===== src/rtl/bit_serializer.sv =====
// Parallel-in, MSB-first serial-out stage feeding the 1011 detector's xin.
// Optional one-word holding register for gapless streams: define SER_HOLD_BUF_EN.
module bit_serializer #(
  parameter int   WIDTH    = 8,
  parameter logic IDLE_BIT = 1'b0
) (
  input  logic             clk,
  input  logic             rst,
  input  logic [WIDTH-1:0] din,
  input  logic             din_valid,
  output logic             din_ready,
  output logic             xout,
  output logic             xout_valid,
  output logic             xout_last,
  output logic             busy
);

  localparam int CW = $clog2(WIDTH);
  localparam logic [CW-1:0] LAST_CNT = CW'(WIDTH - 1);

  typedef enum logic {IDLE, SHIFT} state_t;

  state_t           state, state_nx;
  logic [WIDTH-1:0] shreg, shreg_nx;
  logic [CW-1:0]    bit_cnt, bit_cnt_nx;
  logic             xout_nx, xout_valid_nx, xout_last_nx;
  logic             accept;

`ifdef SER_HOLD_BUF_EN
  logic [WIDTH-1:0] hold, hold_nx;
  logic             hold_full, hold_full_nx;

  assign din_ready = !hold_full && !rst;
`else
  assign din_ready = (state == IDLE) && !rst;
`endif

  assign accept = din_valid && din_ready;
  assign busy   = (state == SHIFT);

  always_comb begin
    state_nx      = state;
    shreg_nx      = shreg;
    bit_cnt_nx    = bit_cnt;
    xout_nx       = IDLE_BIT;
    xout_valid_nx = 1'b0;
    xout_last_nx  = 1'b0;
`ifdef SER_HOLD_BUF_EN
    hold_nx       = hold;
    hold_full_nx  = hold_full;
`endif
    case (state)
      IDLE: begin
`ifdef SER_HOLD_BUF_EN
        // A word parked in hold as the previous one finished is started first.
        if (hold_full) begin
          shreg_nx     = hold;
          hold_full_nx = 1'b0;
          bit_cnt_nx   = '0;
          state_nx     = SHIFT;
        end else if (accept) begin
          shreg_nx   = din;
          bit_cnt_nx = '0;
          state_nx   = SHIFT;
        end
`else
        if (accept) begin
          shreg_nx   = din;
          bit_cnt_nx = '0;
          state_nx   = SHIFT;
        end
`endif
      end
      SHIFT: begin
        xout_nx       = shreg[WIDTH-1];
        xout_valid_nx = 1'b1;
        shreg_nx      = {shreg[WIDTH-2:0], 1'b0};
        bit_cnt_nx    = bit_cnt + 1'b1;
        if (bit_cnt == LAST_CNT) begin
          xout_last_nx = 1'b1;
          bit_cnt_nx   = '0;
          state_nx     = IDLE;
`ifdef SER_HOLD_BUF_EN
          if (hold_full) begin
            shreg_nx     = hold;
            hold_full_nx = 1'b0;
            state_nx     = SHIFT;
          end
`endif
        end
`ifdef SER_HOLD_BUF_EN
        // Evaluated after the drain so a same-edge refill keeps hold_full set.
        if (accept) begin
          hold_nx      = din;
          hold_full_nx = 1'b1;
        end
`endif
      end
      default: state_nx = IDLE;
    endcase
  end

  always_ff @(posedge clk) begin
    if (rst) begin
      state      <= IDLE;
      shreg      <= '0;
      bit_cnt    <= '0;
      xout       <= IDLE_BIT;
      xout_valid <= 1'b0;
      xout_last  <= 1'b0;
`ifdef SER_HOLD_BUF_EN
      hold       <= '0;
      hold_full  <= 1'b0;
`endif
    end else begin
      state      <= state_nx;
      shreg      <= shreg_nx;
      bit_cnt    <= bit_cnt_nx;
      xout       <= xout_nx;
      xout_valid <= xout_valid_nx;
      xout_last  <= xout_last_nx;
`ifdef SER_HOLD_BUF_EN
      hold       <= hold_nx;
      hold_full  <= hold_full_nx;
`endif
    end
  end

endmodule


===== config.mk =====
export PLATFORM = sky130hd
export DESIGN_NAME = bit_serializer
export DESIGN_NICKNAME = d
export VERILOG_FILES = /design/src/rtl/bit_serializer.sv
export SDC_FILE = /design/constraint.sdc
export NUM_CORES = 1
export LEC_CHECK = 0
export CAP_MARGIN = 20
export CORE_ASPECT_RATIO = 1.1
export CORE_MARGIN = 8
export CORE_UTILIZATION = 39
export CTS_CLUSTER_DIAMETER = 120
export CTS_CLUSTER_SIZE = 16
export DETAILED_ROUTE_END_ITERATION = 12
export GPL_TIMING_DRIVEN = 1
export PLACE_DENSITY = 0.69
export SYNTH_ARGS = -nofsm -noshare
export SYNTH_HDL_FRONTEND = slang
export SYNTH_SLANG_ARGS = --single-unit

===== constraint.sdc =====
create_clock -name clk -period 1.3 [get_ports clk]
set_input_delay 0.195 -clock clk [delete_from_list [all_inputs] [get_ports clk]]
set_output_delay 0.195 -clock clk [all_outputs]
set_load 0.01 [all_outputs]

# After elaboration in Yosys (flattened, before gate mapping)
# Index checks and enable logic that the tools add are counted.
# totals
reg_bits	15
inputBits	11
output_inout_bits	5
wordCells	24
# op_classes
n_addsub	1
n_eq_ne	2
mux	10
bitwise	1
reduce_logical	4
# ops
op	count
case mux 8 bit (2 select lines)	1
two-way mux 8 bit	1
two-way mux 3 bit	2
case mux 3 bit (2 select lines)	1
two-way mux 1 bit	4
adder 3 x 1 -> 3 bit (second input constant)	1
equality test 3 bit (second input constant)	1
logical AND 1 bit	2
!= test 2 bit (second input constant)	1
case mux 1 bit (2 select lines)	1
OR reduction 2 bit	1
zero test 1 bit	1
NOT 1 bit	1

# Longest topological paths before layout
# logic_depth
word_depth	5
ltp_mapped	4
depth_no_buf	4

# Worst setup path before layout
# No wires, ideal clock.
# synth_path
path_type	flip-flop to flip-flop
start	register bit_cnt[0]
end	register bit_cnt[0]
setup_time_ns	0.067
arrival_ns	1.153
required_time_ns	1.233
slack_ns	0.080
path_stages_with_launch	5
n_path_buf	0
synth_period_minus_slack_ns	1.220
path_cell_list	dfxtp_1 -> ha_1 -> ha_1 -> or3b_1 -> a21oi_2
# synth_between
elab_chain_len	3
elab_cells_between_ends	4
classes_between	1 x add/sub; 1 x eq/ne; 2 x mux
# synth_rtl
item	line_no	rtl
start, declared	25	logic [CW-1:0] bit_cnt, bit_cnt_nx;
start signal, assigned	118	bit_cnt <= bit_cnt_nx;
adder 3 x 1 -> 3 bit / equality test 3 bit (equally long branches)	78, 79	
two-way mux 3 bit *	79	if (bit_cnt == LAST_CNT) begin
case mux 3 bit (2 select lines) *	52	case (state)
# Every way passes the cells marked *; elsewhere a longest branch is shown, timed or not.
# A chain may end at the register's enable or synchronous reset.

# Worst setup path in the final report
# Same ends and word-level chain as after synthesis.

==> metrics.txt <==
status finished, final reports clean; Clock Root Buffer sky130_fd_sc_hd__clkbuf_4; Top cell by count, worst path sky130_fd_sc_hd__ha_2; post-synthesis async set-or-reset flop share 0; final standard cell utilization of the core 0.5413; setup total negative slack 0 ns; number of instances on the worst hold path 1; total design power 905.3 uW; iteration count of the initial detailed-routing pass 2; Hold Startpoint shreg[7]$_SDFFE_PP0P_; DRC errors left 0; share of the yosys chip area belonging to registers 0.4580; count of nets after finishing 96; total cell area at the placement stage 827.0 um2; routed length per placed instance 13.07 um; share of the clock period used by the worst path after layout 0.9540; number of distinct library cells after synthesis 15; wirelength, routed 1281 um; placer congestion estimate 0.7019; min cycle time layout 1.240 ns; final-report max-slew violation count 0; clock insertion delay at the later pin of the skew report 0.28 ns; die span in y 59 um; Die Area 3251 um2; most common cell in the synthesized netlist sky130_fd_sc_hd__dfxtp_1; synthesized flop and latch total 15; clock-pin slew on the worst setup and hold paths 0.09 ns; relative area change from synthesis to final layout 30.15%; skew final 0.001349 ns; leak pwr 0.3699 nW; DIE WIDTH 55.10 um; TritonCTS clock tree built; antenna violations before repair 0; Setup CP Type register to register; cell breakdown of the critical path ha_2, ha_2, or3b_1, a21oi_2; n_diodes 0; end point of the most critical hold path xout$_SDFF_PP0_; vias per inst 5.031; Data arrival, critical path 1.46 ns; GRT Resource Usage Total 0.09237; top_reg_cell synth sky130_fd_sc_hd__dfxtp_1; Post-Synthesis Cell Area 655.6 um2; critical-path cell with the highest stage delay sky130_fd_sc_hd__or3b_1; Crit. End Element register; FF-to-FF End bit_cnt[0]$_SDFFE_PP0P_; cell types occupying the most area after synthesis sky130_fd_sc_hd__dfxtp_1 46%, sky130_fd_sc_hd__mux2i_1 12%, sky130_fd_sc_hd__a211oi_1 9.2%; half-perimeter wire length after detailed placement 908.9 um; share of the synthesized area in the top cell type 0.4580; Placement Rows 15; count of hold-fix buffers inserted at cts 0; via count 493; Slew headroom 0.8514; # port buffers 15; Finished Cell Area 853.3 um2; final global-route overflow total 0; WP data required 1.52 ns; depth of the most critical reg-to-reg path 4; core footprint 1577 um2; H-tree levels 1; Least-Margin Pin Slew 0.2227 ns; element type at the critical path start register; Hold/Removal Path Class register to register; logic depth of the worst setup path including buffers 4; first-pass GRT wire length 2173 um; share of final-layout standard cells stronger than drive strength 1 0.1481; largest net degree at the start of global routing 15; Peak Freq 806.3 MHz; I/O pin count 16; starting density of the core 0.4159; cell type with the highest aggregate area in the netlist sky130_fd_sc_hd__dfxtp_1; slack of the critical path 0.05975 ns; mean post-synth cell area 10.75 um2; Syn. warnings 0; antenna-violating nets left 0; clock buffer count from CTS 3; buffer depth of the longest clock path 2; slack of the worst reg-to-reg path 0.06 ns; PD cells 1061 nW/um2; number of enable flip-flop cells after synthesis 0; Synthesized Nets 75; clock net sink count 15; final count of hold timing violations 0; violation count after the first detailed-route iteration 5; worst flop-to-flop path startpoint bit_cnt[0]$_SDFFE_PP0P_; family of cells with the greatest summed delay on the critical path simple AND/OR/NAND/NOR gates; highest cell delay on the worst timing path 0.36 ns; number of endpoints failing setup at the final stage 0; via count of the first global-routing pass 492; cell count after synthesis 61; setup slack after placement -0.1659 ns; maximum capacitance violations 0; worst path buffer plus inverter count 0; highest fanout seen on the critical path 3; synth cell count leaders 15 x sky130_fd_sc_hd__dfxtp_1, 8 x sky130_fd_sc_hd__a211oi_1, 8 x sky130_fd_sc_hd__mux2i_1, 8 x sky130_fd_sc_hd__nor2b_1, 4 x sky130_fd_sc_hd__or3b_1; Max IR drop VDD 0.0004588 V; RSZ-0062 raised after global routing false
## per-layer routing
layer / routed length [um] / global-route usage
met2: 586 / 0.1234
met4: 36 / 0.08247
met5: 0 / 0
met1: 591 / 0.1151
met3: 66 / 0.02261
## placed cells by master (no fill, tap or decap)
| cell | n |
|---|---|
| sky130_fd_sc_hd__dfxtp_1 | 14 |
| sky130_fd_sc_hd__clkdlybuf4s50_1 | 10 |
| sky130_fd_sc_hd__mux2i_1 | 8 |
| sky130_fd_sc_hd__nor2b_1 | 8 |
| sky130_fd_sc_hd__a211oi_1 | 8 |
| sky130_fd_sc_hd__dlygate4sd2_1 | 5 |
| sky130_fd_sc_hd__buf_4 | 5 |
| sky130_fd_sc_hd__or3b_1 | 4 |
| sky130_fd_sc_hd__clkbuf_4 | 3 |
| sky130_fd_sc_hd__nor2_1 | 2 |
| sky130_fd_sc_hd__nand2_1 | 2 |
| sky130_fd_sc_hd__a21oi_1 | 2 |
| sky130_fd_sc_hd__and2_1 | 2 |
| sky130_fd_sc_hd__ha_2 | 2 |
| sky130_fd_sc_hd__inv_1 | 1 |
| sky130_fd_sc_hd__a21oi_2 | 1 |
| sky130_fd_sc_hd__nor3_1 | 1 |
| sky130_fd_sc_hd__ha_1 | 1 |
| sky130_fd_sc_hd__dfxtp_2 | 1 |
| sky130_fd_sc_hd__clkbuf_1 | 1 |
## power breakdown
part	total [mW]	internal [mW]	switching (mW)
clock	0.262	0.119	0.143
sequential	0.503	0.488	0.0146
combinational	0.140	0.0808	0.0597
total	0.905	0.688	0.217
## what timing repair did
action / CTS / global route
setup endpoints to repair: 5 / 1
gates resized for setup: 5 / 3
pin swaps: 0 / 0
setup buffers: 0 / 0
## cell families (layout without fill, tap and decap cells)
family	count (synthesis)	in the layout	synth area share
adders and majority gates	3	3	0.05726
buffers and inverters	5	25	0.06296
DFF	15	15	0.4580
and+or+nand+nor	19	19	0.1794
muxes	8	8	0.1221
AOI/OAI and AO/OA	11	11	0.1202
## layout make-up
type | instances | area, um2
Inverter | 1 | 3.754
Tap cell | 17 | 21.27
Timing Repair Buffer | 20 | 181.4
Clock buffer | 4 | 26.28
Fill cell | 156 | 723.2
Sequential cell | 15 | 301.5
Multi-Input combinational cell | 41 | 319.1
## worst max-delay path by stage
stage	startpoint	endpoint	slack (ns)
floorplan	bit_cnt[0]$_SDFFE_PP0P_	bit_cnt[0]$_SDFFE_PP0P_	0.08
global placement	rst	din_ready	-0.17
detailed placement	rst	din_ready	-0.17
CTS	bit_cnt[0]$_SDFFE_PP0P_	bit_cnt[0]$_SDFFE_PP0P_	0.0007
global route	bit_cnt[0]$_SDFFE_PP0P_	bit_cnt[0]$_SDFFE_PP0P_	0.008
finish	bit_cnt[0]$_SDFFE_PP0P_	bit_cnt[0]$_SDFFE_PP0P_	0.06
## sequential cells by signal (all words and copies together), names as in the netlist
signal,flops
shreg,8
bit_cnt,3
busy,1
xout,1
xout_last,1
xout_valid,1
## per-stage QoR
step,instances,hold slack (ns)
finish,98,0.4664
global route,98,0.4939
CTS,98,0.4740
detailed placement,94,0.4496
global placement,94,0.4398
floorplan,61,0.2678
No activity file was read; power rests on OpenSTA's default activity.
